[src/rtl/dsp_pkg.sv]
// rtl/dsp_pkg.sv - shared state encoding and constants for the program loader
package dsp_pkg;
  localparam int WORD_W    = 16;
  localparam int DEPTH_DEF = 64;
  localparam int TMO_DEF   = 1024;

  typedef enum logic [2:0] {
    ST_IDLE,
    ST_LOAD,
    ST_LOADED,
    ST_RUN,
    ST_FIN
  } state_t;
endpackage

[src/rtl/run_timer.sv]
// rtl/run_timer.sv - run watchdog counter, flags the last permitted run cycle
module run_timer
  import dsp_pkg::*;
#(
  parameter int TMO = TMO_DEF
) (
  input  logic c,
  input  logic rst,
  input  logic enable,
  input  logic clear,
  output logic expired
);
  localparam int CW = $clog2(TMO + 1);
  localparam logic [CW-1:0] LAST = CW'(TMO - 1);

  logic [CW-1:0] count;

  always_ff @(posedge c) begin
    if (rst || clear) count <= '0;
    else if (enable)  count <= count + 1'b1;
  end

  // High during the TMO-th enabled cycle, so the run lasts exactly TMO cycles.
  assign expired = enable && (count == LAST);
endmodule

[src/rtl/prog_loader.sv]
// rtl/prog_loader.sv - streams a program into processor memory and supervises its run
module prog_loader
  import dsp_pkg::*;
#(
  parameter int DEPTH = DEPTH_DEF,
  parameter int AW    = 6,
  parameter int TMO   = TMO_DEF
) (
  input  logic              c,
  input  logic              rst,
  input  logic [0:WORD_W-1] host_din,
  input  logic              host_valid,
  output logic              host_ready,
  input  logic              host_last,
  input  logic              go,
  input  logic              proc_done,
  output logic [AW-1:0]     mem_addr,
  output logic [0:WORD_W-1] mem_wdata,
  output logic              mem_we,
  output logic              ext,
  output logic              busy,
  output logic              done,
  output logic [AW:0]       word_cnt,
  output logic              err
);
  localparam logic [AW:0] LAST_SLOT = (AW + 1)'(DEPTH - 1);

  state_t state, state_n;
  logic   xfer, last_word, go_ok, go_bad, expired, timeout;

  assign host_ready = !rst && (state == ST_IDLE || state == ST_LOAD);
  assign xfer       = host_valid && host_ready;
  assign last_word  = host_last || (word_cnt == LAST_SLOT);
  assign go_ok      = go && (state == ST_LOADED || (state == ST_LOAD && word_cnt != '0));
  assign go_bad     = go && (state == ST_IDLE || (state == ST_LOAD && word_cnt == '0));
  assign timeout    = (state == ST_RUN) && expired && !proc_done;

  assign ext  = (state == ST_RUN);
  assign done = (state == ST_FIN);
  assign busy = (state == ST_LOAD) || (state == ST_LOADED) || (state == ST_RUN);

  run_timer #(.TMO(TMO)) u_timer (
    .c       (c),
    .rst     (rst),
    .enable  (state == ST_RUN),
    .clear   (state != ST_RUN),
    .expired (expired)
  );

  always_ff @(posedge c) begin
    if (rst) state <= ST_IDLE;
    else     state <= state_n;
  end

  // A go that arrives with a transfer wins over host_last: the word lands, then RUN.
  always_comb begin
    state_n = state;
    case (state)
      ST_IDLE:   if (xfer) state_n = last_word ? ST_LOADED : ST_LOAD;
      ST_LOAD: begin
        if (go_ok)                  state_n = ST_RUN;
        else if (xfer && last_word) state_n = ST_LOADED;
      end
      ST_LOADED: if (go_ok) state_n = ST_RUN;
      ST_RUN: begin
        if (proc_done)    state_n = ST_FIN;
        else if (expired) state_n = ST_IDLE;
      end
      ST_FIN:    state_n = ST_IDLE;
      default:   state_n = ST_IDLE;
    endcase
  end

  always_ff @(posedge c) begin
    if (rst) begin
      mem_we    <= 1'b0;
      mem_addr  <= '0;
      mem_wdata <= '0;
      word_cnt  <= '0;
      err       <= 1'b0;
    end else begin
      mem_we <= xfer;
      if (xfer) begin
        mem_addr  <= word_cnt[AW-1:0];
        mem_wdata <= host_din;
      end
      if (state == ST_FIN || timeout) word_cnt <= '0;
      else if (xfer)                  word_cnt <= word_cnt + 1'b1;
      if (go_bad || timeout) err <= 1'b1;
    end
  end
endmodule

[config.mk]
export PLATFORM = sky130hd
export DESIGN_NAME = prog_loader
export DESIGN_NICKNAME = d
export VERILOG_FILES = /design/src/rtl/dsp_pkg.sv /design/src/rtl/run_timer.sv /design/src/rtl/prog_loader.sv
export SDC_FILE = /design/constraint.sdc
export NUM_CORES = 1
export LEC_CHECK = 0
export CAP_MARGIN = 10
export CORE_MARGIN = 8
export CORE_UTILIZATION = 40
export CTS_CLUSTER_SIZE = 30
export DETAILED_ROUTE_END_ITERATION = 7
export PLACE_DENSITY = 0.71
export SYNTH_ARGS = -nofsm -noshare
export SYNTH_HDL_FRONTEND = slang
export SYNTH_SLANG_ARGS = --single-unit
[constraint.sdc]
create_clock -name c -period 2 [get_ports c]
set_input_delay 0.3 -clock c [delete_from_list [all_inputs] [get_ports c]]
set_output_delay 0.3 -clock c [all_outputs]
set_load 0.03 [all_outputs]
==> run summary <==
Outcome - completed
Crit start category - flip-flop
Post-synth EDFFs - 0
Number of vias in the routed layout - 1,646
Remaining DRCs - 0
Pwr Density - 789 mW/mm^2
FMAX - 549 MHz
Post-Synthesis Cells - 220
Slew @ Worst Pin - 457 ps
Leak Pwr - 1.01 nW
Root Buffer - clkbuf_8
Number of buffers created by CTS - 5
Cts hold-fix bufs - 0
Synth async-reset ratio - 0%
Post-route ant nets - 0
Worst r2r dst - state[1]$_SDFFE_PP0P_
Maximum vdd drop - 0.430 mV
Max_cap viols - 0
Final #Nets - 305
Number of port buffers - 56
Minimum clock period - 1820 ps
Ant. Diodes - 0
Io pins - 57
Slack of the critical path - 180 ps
Worst Hold Class - reg -> reg
Synthesis Warnings - 0
First-pass DRT Iterations - 4
Synthesized Nets - 245
Die Width - 85.0 um
P&R area growth vs syn - 38.9%
Vias in the first global route - 1,580
Worst Setup End Kind - flip-flop
Type of the worst setup path - reg -> reg
All-layer global routing usage - 12.7%
Top post-synthesis cells by area - dfxtp_1 (47%), nand2b_1 (6.2%), nand2_1 (5.9%), nor2_1 (5.7%), o21ai_0 (5.0%)
Setup TNS - 0 ps
Worst-path clk slew - 80 ps
Place WS - 26.2 ps
Register bit total from synthesis - 45
Filler instances - 416
CTS Buffer Depth - 2
Crit path capture - state[1]$_SDFFE_PP0P_
GPL Wtd Cong - 0.759
Yosys top cell area share - 47.3%
Period utilisation layout - 91.0%
CTS tree - built
First-pass GRT wire length - 7420 um
Initial DRC Count - 87
Latest clock arrival within the worst-skew pair - 290 ps
Clock Sinks - 45
Initial antenna violation count - 0
CP max FO - 4
Die Y - 85.0 um
Synth Flop Type - dfxtp_1
Setup violations, final - 0
Relative slew slack - 69.3%
Core area - 0.00466 sq mm
Mean Syn Cell Area - 8.66 sq um
R2R setup slack - 180 ps
Crit path DAT - 2000 ps
Rows - 25
Final core utilization - 56.8%
Aggregate routed wire length - 4350 um
R2r startpoint - u_timer.count[0]$_SDFFE_PP0P_
Critical Path Source - u_timer.count[0]$_SDFFE_PP0P_
Largest net degree at the start of global routing - 28
Hold_ws - 474 ps
Slew Viols, Final - 0
Die Area - 0.00723 sq mm
Starting density of the core - 40.9%
Seq/Total Area, Yosys - 47.3%
Mapped cell area - 0.00191 sq mm
Grt ovf - 0
H-tree levels - 2
Worst path required time - 2180 ps
Via-to-Cell Ratio - 4.93
Yosys cell types - 37
RSZ-0062 raised after global routing - false
Synth area leader - dfxtp_1
Detailed Place HPWL - 3180 um
R2R depth - 6
Routed wire per std cell - 13.0 um
Clock Skews - 9.50 ps
Layout cells sized above 1 - 8.57%
Fin. Hold Viols - 0
cells in the final DEF, fill, tap and decap left out, types with 5 or more instances in the layout:
cell type        count
nor2_1              29
nand2b_1            19
xnor2_1              6
nand2_1             30
clkbuf_8             5
buf_4               10
a21oi_1              5
xor2_1               8
inv_1                6
o21ai_0             19
nand3_1              5
clkdlybuf4s50_1     52
dfxtp_1             44
area by class of cell:
cell class / instances / area (sq um) / share of cell area (%)
timing repair buffer: 65 / 633 / 23.9
sequential: 45 / 902 / 34.1
tap: 54 / 67.6 / 2.55
clock inverter: 2 / 35.0 / 1.32
clock buffer: 5 / 68.8 / 2.60
inverter: 6 / 22.5 / 0.851
multi-input combinational: 157 / 917 / 34.7
stage by stage:
step	std cells	total power, mW	area, sq um
CTS	333	2.12	2630
detailed placement	326	1.46	2530
global route	334	2.20	2650
floorplan	220	1.28	1910
global placement	326	1.46	2530
finish	334	2.09	2650
how the worst min path moves through the flow:
stage / startpoint / end / slack [ps] / depth (start not counted)
after global routing: u_timer.count[0]$_SDFFE_PP0P_ / u_timer.count[0]$_SDFFE_PP0P_ / 510 / 1
after CTS: mem_wdata[2]$_SDFFE_PP0P_ / mem_wdata[2]$_SDFFE_PP0P_ / 480 / 2
after floorplan: host_din[0] / mem_wdata[0]$_SDFFE_PP0P_ / 410 / 2
final: mem_wdata[2]$_SDFFE_PP0P_ / mem_wdata[2]$_SDFFE_PP0P_ / 470 / 2
after detailed placement: mem_wdata[2]$_SDFFE_PP0P_ / mem_wdata[2]$_SDFFE_PP0P_ / 460 / 2
after global placement: u_timer.count[0]$_SDFFE_PP0P_ / u_timer.count[0]$_SDFFE_PP0P_ / 440 / 1
cells by family after synthesis:
kind of cell	after synthesis	share of synthesized area, %
muxes	4	2.17
adders and majority gates	3	1.97
and+or+nand+nor	103	27.1
buffers and inverters	18	4.60
AOI/OAI and AO/OA	33	10.5
xor gates and xnor gates	14	6.43
DFF	45	47.3
power by group:
part | total [mW] | internal [mW] | switching, mW
registers | 0.997 | 0.950 | 0.0466
clock network | 0.649 | 0.363 | 0.286
logic | 0.442 | 0.205 | 0.237
critical path, stage by stage (launching register included):
cell	delay, ps
dfxtp_1	370
ha_1	220
nand2_1	120
nor2_2	140
nand4b_1	200
a221oi_2	320
mux2_1	330
sequential cells by signal, summed over array words and instances, names as in the netlist:
register,flops
mem_we,1
state,3
mem_wdata,16
mem_addr,6
u_timer.count,11
err,1
word_cnt,7
cells in the mapped netlist (2+ instances only):
cell type  count
dfxtp_1       45
nand2_1       30
nor2_1        29
nand2b_1      19
o21ai_0       19
xor2_1         8
clkbuf_1       6
inv_1          6
xnor2_1        6
a21oi_1        5
nand3_1        5
and3_1         3
buf_2          3
ha_1           3
mux2i_1        3
nand4_1        3
nor3_1         3
a211oi_1       2
a31o_2         2
buf_6          2
nor4_1         2
per-layer routing:
layer	track usage, %	routed length [um]
met1	15.0	1980
met2	19.9	1960
met3	4.73	304
met4	5.83	99
met5	0	0
repair_timing:
item | in CTS | in global routing
endpoints found under the hold margin | 0 | 0
resized for setup | 1 | 3
pin swaps | 0 | 1
buffers inserted | 0 | 1
endpoints found under the setup margin | 3 | 4
Note: power is estimated with default switching activity, not from simulation.
